===== src/rtl/sqrt_req_arbiter.sv =====
// -----------------------------------------------------------------------------
// sqrt_req_arbiter
//
// Shares one eightBSqrt unit among NUM_REQ requesters. A round-robin arbiter
// picks a winner in IDLE, the winner's operand is latched and presented on
// sq_n, and the unit's St/done handshake is run to completion before the
// result goes back to the requester as a one-cycle tagged response.
//
// Optional feature macro: SQRT_ARB_TIMEOUT_EN
//   When defined, a per-phase watchdog aborts a stuck ISSUE (response with
//   result 0) or a stuck RELEASE (straight back to IDLE). It also raises the
//   sticky timeout_err output. When undefined there is no counter and no
//   timeout_err port.
//
// Ports
//   clk, rst      rising-edge clock, asynchronous active-high reset
//   req           level request per requester
//   req_data      operands; requester i at [i*DATA_W +: DATA_W]
//   gnt           one-hot, one-cycle pulse: operand captured
//   rsp_valid     one-cycle pulse: rsp_id / rsp_sqrt carry a result
//   rsp_id        requester that owns the result (held between pulses)
//   rsp_sqrt      result (held between pulses)
//   busy          1 whenever the FSM is not in IDLE
//   sq_st, sq_n   start and operand to the sqrt unit
//   sq_done       done from the sqrt unit
//   sq_sqrt       result from the sqrt unit
//   dbg_state     current FSM state (0=IDLE, 1=ISSUE, 2=RELEASE)
//   timeout_err   sticky watchdog flag (SQRT_ARB_TIMEOUT_EN only)
//
// Handshake with the sqrt unit (four-phase): sq_st rises and sq_n is held
// stable until sq_done=1. sq_sqrt is captured on that cycle and sq_st drops.
// The transaction is finished only once sq_done has returned to 0. Only then
// is rsp_valid pulsed and the arbiter re-armed, so at most one operation is
// ever in flight.
// -----------------------------------------------------------------------------
module sqrt_req_arbiter #(
  parameter int NUM_REQ     = 4,
  parameter int DATA_W      = 8,
  parameter int RES_W       = 4,
  parameter int TIMEOUT_CYC = 64
) (
  input  logic                        clk,
  input  logic                        rst,
  input  logic [NUM_REQ-1:0]          req,
  input  logic [NUM_REQ*DATA_W-1:0]   req_data,
  output logic [NUM_REQ-1:0]          gnt,
  output logic                        rsp_valid,
  output logic [$clog2(NUM_REQ)-1:0]  rsp_id,
  output logic [RES_W-1:0]            rsp_sqrt,
  output logic                        busy,
  output logic                        sq_st,
  output logic [DATA_W-1:0]           sq_n,
  input  logic                        sq_done,
  input  logic [RES_W-1:0]            sq_sqrt,
  output logic [1:0]                  dbg_state
`ifdef SQRT_ARB_TIMEOUT_EN
  ,
  output logic                        timeout_err
`endif
);

  localparam int ID_W = $clog2(NUM_REQ);

  typedef enum logic [1:0] {
    S_IDLE    = 2'd0,
    S_ISSUE   = 2'd1,
    S_RELEASE = 2'd2
  } state_t;

  state_t              r_state;
  state_t              w_next_state;
  logic [ID_W-1:0]     r_rr_ptr;
  logic [ID_W-1:0]     r_id;
  logic [DATA_W-1:0]   r_operand;
  logic [RES_W-1:0]    r_result;
  logic [NUM_REQ-1:0]  r_gnt;
  logic                r_rsp_valid;
  logic [ID_W-1:0]     r_rsp_id;
  logic [RES_W-1:0]    r_rsp_sqrt;
  logic                r_sq_st;

  logic                w_win_valid;
  logic [ID_W-1:0]     w_win_id;
  logic [ID_W:0]       w_sum;
  logic [ID_W-1:0]     w_idx;
  logic [ID_W-1:0]     w_ptr_next;
  logic                w_done_seen;
  logic                w_skip_rsp;
  logic                w_cnt_hit;

`ifdef SQRT_ARB_TIMEOUT_EN
  localparam int CNT_W = $clog2(TIMEOUT_CYC + 1);
  logic [CNT_W-1:0]    r_cnt;
  logic                r_timed_out;
  logic                r_timeout_err;
`endif

  // Only accept done while St is actually asserted, so a slow-falling done
  // from the previous operation can never be mistaken for a new result.
  assign w_done_seen = sq_done && r_sq_st;

  // Previous winner becomes lowest priority on the next arbitration.
  assign w_ptr_next = (r_id == ID_W'(NUM_REQ - 1)) ? '0 : r_id + ID_W'(1);

  always_comb begin
    w_next_state = r_state;
    w_win_valid  = 1'b0;
    w_win_id     = '0;
    w_sum        = '0;
    w_idx        = '0;
    w_skip_rsp   = 1'b0;
    w_cnt_hit    = 1'b0;
`ifdef SQRT_ARB_TIMEOUT_EN
    w_skip_rsp   = r_timed_out;
    w_cnt_hit    = (r_state != S_IDLE) && (r_cnt == CNT_W'(TIMEOUT_CYC - 1));
`endif

    // Rotating search from rr_ptr upward with wrap-around; first hit wins.
    for (int i = 0; i < NUM_REQ; i++) begin
      w_sum = {1'b0, r_rr_ptr} + (ID_W + 1)'(i);
      if (w_sum >= (ID_W + 1)'(NUM_REQ)) begin
        w_sum = w_sum - (ID_W + 1)'(NUM_REQ);
      end
      w_idx = w_sum[ID_W-1:0];
      if (!w_win_valid && req[w_idx]) begin
        w_win_valid = 1'b1;
        w_win_id    = w_idx;
      end
    end

    case (r_state)
      S_IDLE: begin
        if (w_win_valid) w_next_state = S_ISSUE;
      end
      S_ISSUE: begin
        if (w_done_seen)    w_next_state = S_RELEASE;
        else if (w_cnt_hit) w_next_state = S_RELEASE;
      end
      S_RELEASE: begin
        if (!sq_done)       w_next_state = S_IDLE;
        else if (w_cnt_hit) w_next_state = S_IDLE;
      end
      default: w_next_state = S_IDLE;
    endcase
  end

  always_ff @(posedge clk or posedge rst) begin
    if (rst) begin
      r_state     <= S_IDLE;
      r_rr_ptr    <= '0;
      r_id        <= '0;
      r_operand   <= '0;
      r_result    <= '0;
      r_gnt       <= '0;
      r_rsp_valid <= 1'b0;
      r_rsp_id    <= '0;
      r_rsp_sqrt  <= '0;
      r_sq_st     <= 1'b0;
    end else begin
      r_state     <= w_next_state;
      r_gnt       <= '0;
      r_rsp_valid <= 1'b0;
      // St is registered so it rises one cycle after gnt and drops on the
      // same edge that leaves ISSUE.
      r_sq_st     <= (r_state == S_ISSUE) && (w_next_state == S_ISSUE);
      case (r_state)
        S_IDLE: begin
          if (w_win_valid) begin
            r_id            <= w_win_id;
            r_operand       <= req_data[w_win_id*DATA_W +: DATA_W];
            r_gnt[w_win_id] <= 1'b1;
          end
        end
        S_ISSUE: begin
          if (w_done_seen) begin
            r_result <= sq_sqrt;
          end else if (w_cnt_hit) begin
            // Aborted operation still gets a response, with a zero result.
            r_rsp_valid <= 1'b1;
            r_rsp_id    <= r_id;
            r_rsp_sqrt  <= '0;
          end
        end
        S_RELEASE: begin
          if (!sq_done) begin
            r_rr_ptr <= w_ptr_next;
            if (!w_skip_rsp) begin
              r_rsp_valid <= 1'b1;
              r_rsp_id    <= r_id;
              r_rsp_sqrt  <= r_result;
            end
          end else if (w_cnt_hit) begin
            r_rr_ptr <= w_ptr_next;
          end
        end
        default: ;
      endcase
    end
  end

`ifdef SQRT_ARB_TIMEOUT_EN
  always_ff @(posedge clk or posedge rst) begin
    if (rst) begin
      r_cnt         <= '0;
      r_timed_out   <= 1'b0;
      r_timeout_err <= 1'b0;
    end else begin
      // Counter restarts on every state entry and idles at zero in IDLE.
      if ((w_next_state != r_state) || (r_state == S_IDLE)) begin
        r_cnt <= '0;
      end else if (!w_cnt_hit) begin
        r_cnt <= r_cnt + CNT_W'(1);
      end
      if ((r_state == S_ISSUE) && !w_done_seen && w_cnt_hit) begin
        r_timed_out   <= 1'b1;
        r_timeout_err <= 1'b1;
      end
      if ((r_state == S_RELEASE) && sq_done && w_cnt_hit) begin
        r_timeout_err <= 1'b1;
      end
      // The response of an aborted operation was already sent.
      if ((r_state == S_RELEASE) && (w_next_state == S_IDLE)) begin
        r_timed_out <= 1'b0;
      end
    end
  end

  assign timeout_err = r_timeout_err;
`endif

  assign gnt       = r_gnt;
  assign rsp_valid = r_rsp_valid;
  assign rsp_id    = r_rsp_id;
  assign rsp_sqrt  = r_rsp_sqrt;
  assign busy      = (r_state != S_IDLE);
  assign sq_st     = r_sq_st;
  assign sq_n      = r_operand;
  assign dbg_state = r_state;

endmodule


===== config.mk =====
export PLATFORM = sky130hd
export DESIGN_NAME = sqrt_req_arbiter
export DESIGN_NICKNAME = d
export VERILOG_FILES = /design/src/rtl/sqrt_req_arbiter.sv
export SDC_FILE = /design/constraint.sdc
export NUM_CORES = 1
export LEC_CHECK = 0
export CORE_MARGIN = 2
export CORE_UTILIZATION = 42
export CTS_CLUSTER_DIAMETER = 40
export DETAILED_ROUTE_END_ITERATION = 8
export PLACE_DENSITY = 0.89
export SYNTH_ARGS = -nofsm -noshare
export SYNTH_HDL_FRONTEND = slang
export SYNTH_SLANG_ARGS = --single-unit

===== constraint.sdc =====
create_clock -name clk -period 1.89 [get_ports clk]
set_input_delay 0.378 -clock clk [delete_from_list [all_inputs] [get_ports clk]]
set_output_delay 0.378 -clock clk [all_outputs]
set_load 0.02 [all_outputs]

# Word level (Yosys, flattened, before mapping)
# Index checks and enable logic that the tools add are counted.
[totals]
ff_bits = 30
latchBits = 0
ram_bits = 0
romBits = 0
input_bits = 43
output_inout_bits = 23
word_cells = 79
memories = 0
[op_classes]
addsub = 8
multipliers = 0
div_mod_pow = 0
order_cmp = 10
n_eq_ne = 4
n_shift = 1
mux = 31
bitwise = 1
n_reduce_logical = 14
[ops]
columns = ["operator", "n"]
rows = [
  ["$shiftx 32x6->8", 1],
  ["$mux 2", 12],
  ["$lt 2x3->1 const B", 5],
  ["$mux 1", 11],
  ["$ge 3x3->1 const B", 3],
  ["$bmux 1 s2", 4],
  ["$mux 4", 2],
  ["$sub 2x1->2 const B", 4],
  ["$add 2x2->3 const B", 2],
  ["$logic_and 1x1->1", 6],
  ["$pmux 2 s3", 1],
  ["$reduce_and 2->1", 3],
  ["$eq 2x1->1 const B", 2],
  ["$eq 2x2->1 const B", 2],
  ["$add 2x1->3 const B", 1],
  ["$ge 2x3->1 const B", 1],
  ["$logic_not 1->1", 3],
  ["$add 2x1->2 const B", 1],
  ["$demux 1 s2", 1],
  ["$ge 2x1->1 const B", 1],
  ["$logic_not 2->1", 1],
  ["$reduce_bool 2->1", 1],
  ["$not 1->1", 1],
]

# Depth between registers and ports, before layout
[logic_depth]
ltp_word = 20
ltp_mapped = 7
depth_no_buf = 5

# Least setup slack after synthesis
# OpenSTA, ideal clock, no wires.
[synth_path]
path_type = "register to register"
startpoint = "register r_state[0] (netlist: dbg_state[0])"
endpoint = "register r_operand[1] (netlist: sq_n[1])"
setup_ns = 0.136
t_arrival_ns = 1.473
t_required_ns = 1.754
setup_slack_ns = 0.281
path_stages_with_launch = 5
n_path_buf = 0
synth_period_minus_slack_ns = 1.609
cell_sequence = "dfrtp_1 -> nor3_2 -> o21ai_2 -> a211oi_2 -> a211oi_2"
[synth_via]
elab_chain_len = 2
[synth_rtl]
columns = ["element", "line", "text"]
rows = [
  ["start, declared", "70", "state_t r_state;"],
  ["start signal, assigned", "160", "r_state <= w_next_state;"],
  ["$logic_not 2->1", "166", "case (r_state)"],
  ["$reduce_and 2->1 (no source line)", "n/a", ""],
  ["end signal, assigned", "170", "r_operand <= req_data[w_win_id*DATA_W +: DATA_W];"],
  ["end, declared", "74", "logic [DATA_W-1:0] r_operand;"],
]
# No other way between the ends.
# A chain may end at the register's enable or synchronous reset.

# Worst setup path after layout
[layout_path]
startpoint = "input port req[0]"
endpoint = "register r_operand[7] (netlist: sq_n[7])"
[layout_via]
elab_chain_len = 13
word_cells_on_any_way = 24
cone_classes = "shift (1); mux (16); reduce/logical (7)"
[layout_rtl]
columns = ["element", "line", "text"]
rows = [
  ["start, declared", "44", "input logic [NUM_REQ-1:0] req,"],
  ["$bmux 1 s2", "125", "if (!w_win_valid && req[w_idx]) begin"],
  ["$mux 1 (not written as such)", "125", ""],
  ["$mux 1", "125", ""],
  ["$logic_not 1->1", "125", ""],
  ["$logic_and 1x1->1", "125", ""],
  ["$mux 1", "125", ""],
  ["$logic_not 1->1", "125", ""],
  ["$logic_and 1x1->1", "125", ""],
  ["$mux 1", "125", ""],
  ["$logic_not 1->1", "125", ""],
  ["$logic_and 1x1->1", "125", ""],
  ["$mux 2 / $mux 1 (equally long branches)", "125", ""],
  ["$shiftx 32x6->8 / $reduce_and 2->1 (equally long branches)", "n/a", ""],
]
# Parallel ways exist; a longest one is shown, timed or not. The select of a mux whose other input is x is not followed.

==> run summary <==
synthesized area per cell: 12.5 um^2
EDFF count, synth: 0
core area: 0.00361 mm^2
Yosys warnings: 0
width of the die: 64.8 um
Post-CTS Hold Fix Bufs: 0
DR iter-0 viols: 76
Total Wirelength: 3900 um
Startpoint Class: input port
total track usage: 0.199
sequential cell area fraction in the yosys report: 0.484
RSZ-0062 raised after global routing: false
max-slew violations: 0
Area growth, synth to finish: 56.3%
H-tree depth: 2
crit-path max cell delay: 0.51 ns
port buffer count: 65
Synth area leaders: dfrtp_1 (48%), a211oi_2 (13%), mux2i_1 (5.8%)
worst hold path class: in2async
vias in the first global route: 1365
main flop type after synthesis: dfrtp_1
wire per inst: 15.3 um
Syn Nets: 168
Final Hold Fails: 0
total global routing overflow: 0
final worst path period need: 1.78 ns
Cell Area, Synth: 0.00155 mm^2
Worst setup EP type: flip-flop
Layout fillers: 271
LEAKAGE: 1.01 nW
antenna viol nets, final: 0
outcome: completed
CP Max Fanout: 9
CP most frequent cell: a211oi_2
Worst Tran Pin Value: 0.417 ns
Yosys reg bits: 30
Pre-antenna DRT Iters: 4
clk sinks: 30
Starting Density: 0.430
RR Startpoint: r_rr_ptr[1]
DRC Markers: 0
most common cell in the netlist: dfrtp_1
final setup fails: 0
post-synth top area share: 0.484
clk_lat worst skew: 0.28 ns
post-route cell area: 0.00242 mm^2
CTS Buf Count: 5
Avg Vias per Cell: 5.14
cell taking the most area after synthesis: dfrtp_1
Diodes inserted: 0
FF-to-FF setup slack: 0.26 ns
die area: 0.00419 mm^2
io pins: 66
row cnt: 22
total power: 3.50 mW
Longest Clk Path Bufs: 2
clock-pin transition on the worst setup and hold timing paths: 0.06 ns
share of layout cells above drive strength 1: 0.242
Post-DP Area: 0.00231 mm^2
worst vdd ir: 0.828 mV
most instantiated cells after synthesis: dfrtp_1 (30), a211oi_2 (16), nor2_1 (12), a21boi_0 (9), mux2i_1 (9)
maxcap violations: 0
DP HPWL: 2870 um
via count: 1311
Critical Path AT: 1.93 ns
routability cong.: 0.765
achievable frequency: 561 MHz
Req. time, crit path: 2.04 ns
die height: 64.8 um
CTS tree: yes
global-route wire length before repair: 6440 um
Critical-path top delay cell: clkdlybuf4s50_1
CTS Root Cell: clkbuf_8
crit path kind: in2reg
antenna violations before repair: 0
Setup Skew: 0.00639 ns
relative slew slack: 0.721
Distinct cells, synth: 33
Gate Count Post-Synth: 124
Async S/R FF share, synth: 1.00
critical path launch point: req[0]
Layout Nets: 250
cell area power density: 1440 mW/mm^2
largest net degree at the start of global routing: 31
CP Cell Sequence: clkdlybuf4s50_1 -> nand2_1 -> a311oi_2 -> o21ai_4 -> a211oi_2 -> a211oi_2
Tcrit/Tclk final: 0.944
==> final cells by class <==
cell class	count	area (um^2)	area share
repair buffers	77	739	0.305
flip-flops and latches	30	751	0.310
inverters	3	11.3	0.00465
multi-input cells	89	771	0.318
well taps	48	60.1	0.0248
clock inverters	1	5.00	0.00207
clock buffers	7	86.3	0.0356
==> worst max-delay path: cells and delay by family <==
family / cells / cell delay [ns]
buffers and inverters: 1 / 0.51
AOI/OAI and AO/OA: 4 / 0.97
and+or+nand+nor: 1 / 0.08
==> per-layer routing <==
metal,GRT usage,wire [um],vias to the layer above
met5,0,0,-
met4,0.0479,21,0
met3,0.0729,390,3
met2,0.329,1810,71
met1,0.249,1680,618
li1,-,-,619
==> placed cells by master, fill, tap and decap left out, types with 2 or more instances in the layout <==
master and n:
a211oi_2 16, a21boi_1 10, and2_4 2, buf_4 12, clkbuf_8 6, clkdlybuf4s50_1 64, dfrtp_1 30, inv_1 3
mux2_1 7, mux2_2 4, mux2i_1 9, nand2_1 5, nand2b_1 2, nor2_1 11, nor2_2 2, nor2b_1 2
or2_1 2
==> cells by family (layout without fill, tap and decap cells) <==
family | Yosys count | after routing | synth area share
compound gates | 34 | 34 | 0.220
simple gates | 33 | 34 | 0.115
flops | 30 | 30 | 0.484
mux | 20 | 20 | 0.138
buf+inv | 6 | 88 | 0.0347
fa+ha+maj | 1 | 1 | 0.00807
==> final timing paths <==
path	endpoint	depth (start not counted)
max	sq_n[7]	6
min	r_id[0]	3
max reg2reg	sq_n[7]	5
min reg2reg	rsp_sqrt[0]	1
max in group asynchronous	rsp_id[0]	3
min in group clk	rsp_sqrt[0]	1
==> timing repair <==
action | in CTS | in global routing
setup endpoints to repair | 8 | 8
pin swaps | 0 | 1
resized for setup | 4 | 9
endpoints found under the hold margin | 0 | 0
setup buffers | 0 | 0
gates cloned | 0 | 1
==> stage by stage <==
| stage | util | setup WS [ns] | hold WS [ns] | setup TNS [ns] | instances |
|---|---|---|---|---|---|
| global route | 0.672 | 0.0125 | 0.517 | 0 | 255 |
| detailed placement | 0.640 | -0.337 | 0.475 | -3.34 | 246 |
| floorplan | - | 0.281 | 0.459 | 0 | 124 |
| finish | 0.672 | 0.107 | 0.477 | 0 | 255 |
| global placement | 0.640 | -0.183 | 0.468 | -1.89 | 246 |
| CTS | 0.670 | 0.0651 | 0.485 | 0 | 254 |
==> power by group <==
group	switching [mW]	internal (mW)	leakage (nW)
logic	0.925	0.931	0.598
registers	0.194	0.928	0.367
clock network	0.231	0.293	0.0482
==> flip-flops by register name, indices dropped and copies added, names as in the netlist, 2 cells and up <==
| name | flops |
|---|---|
| sq_n | 8 |
| r_rr_ptr | 2 |
| rsp_sqrt | 4 |
| rsp_id | 2 |
| gnt | 4 |
| r_result | 4 |
| r_id | 2 |
| dbg_state | 2 |
Note: power is estimated with default switching activity, not from simulation.
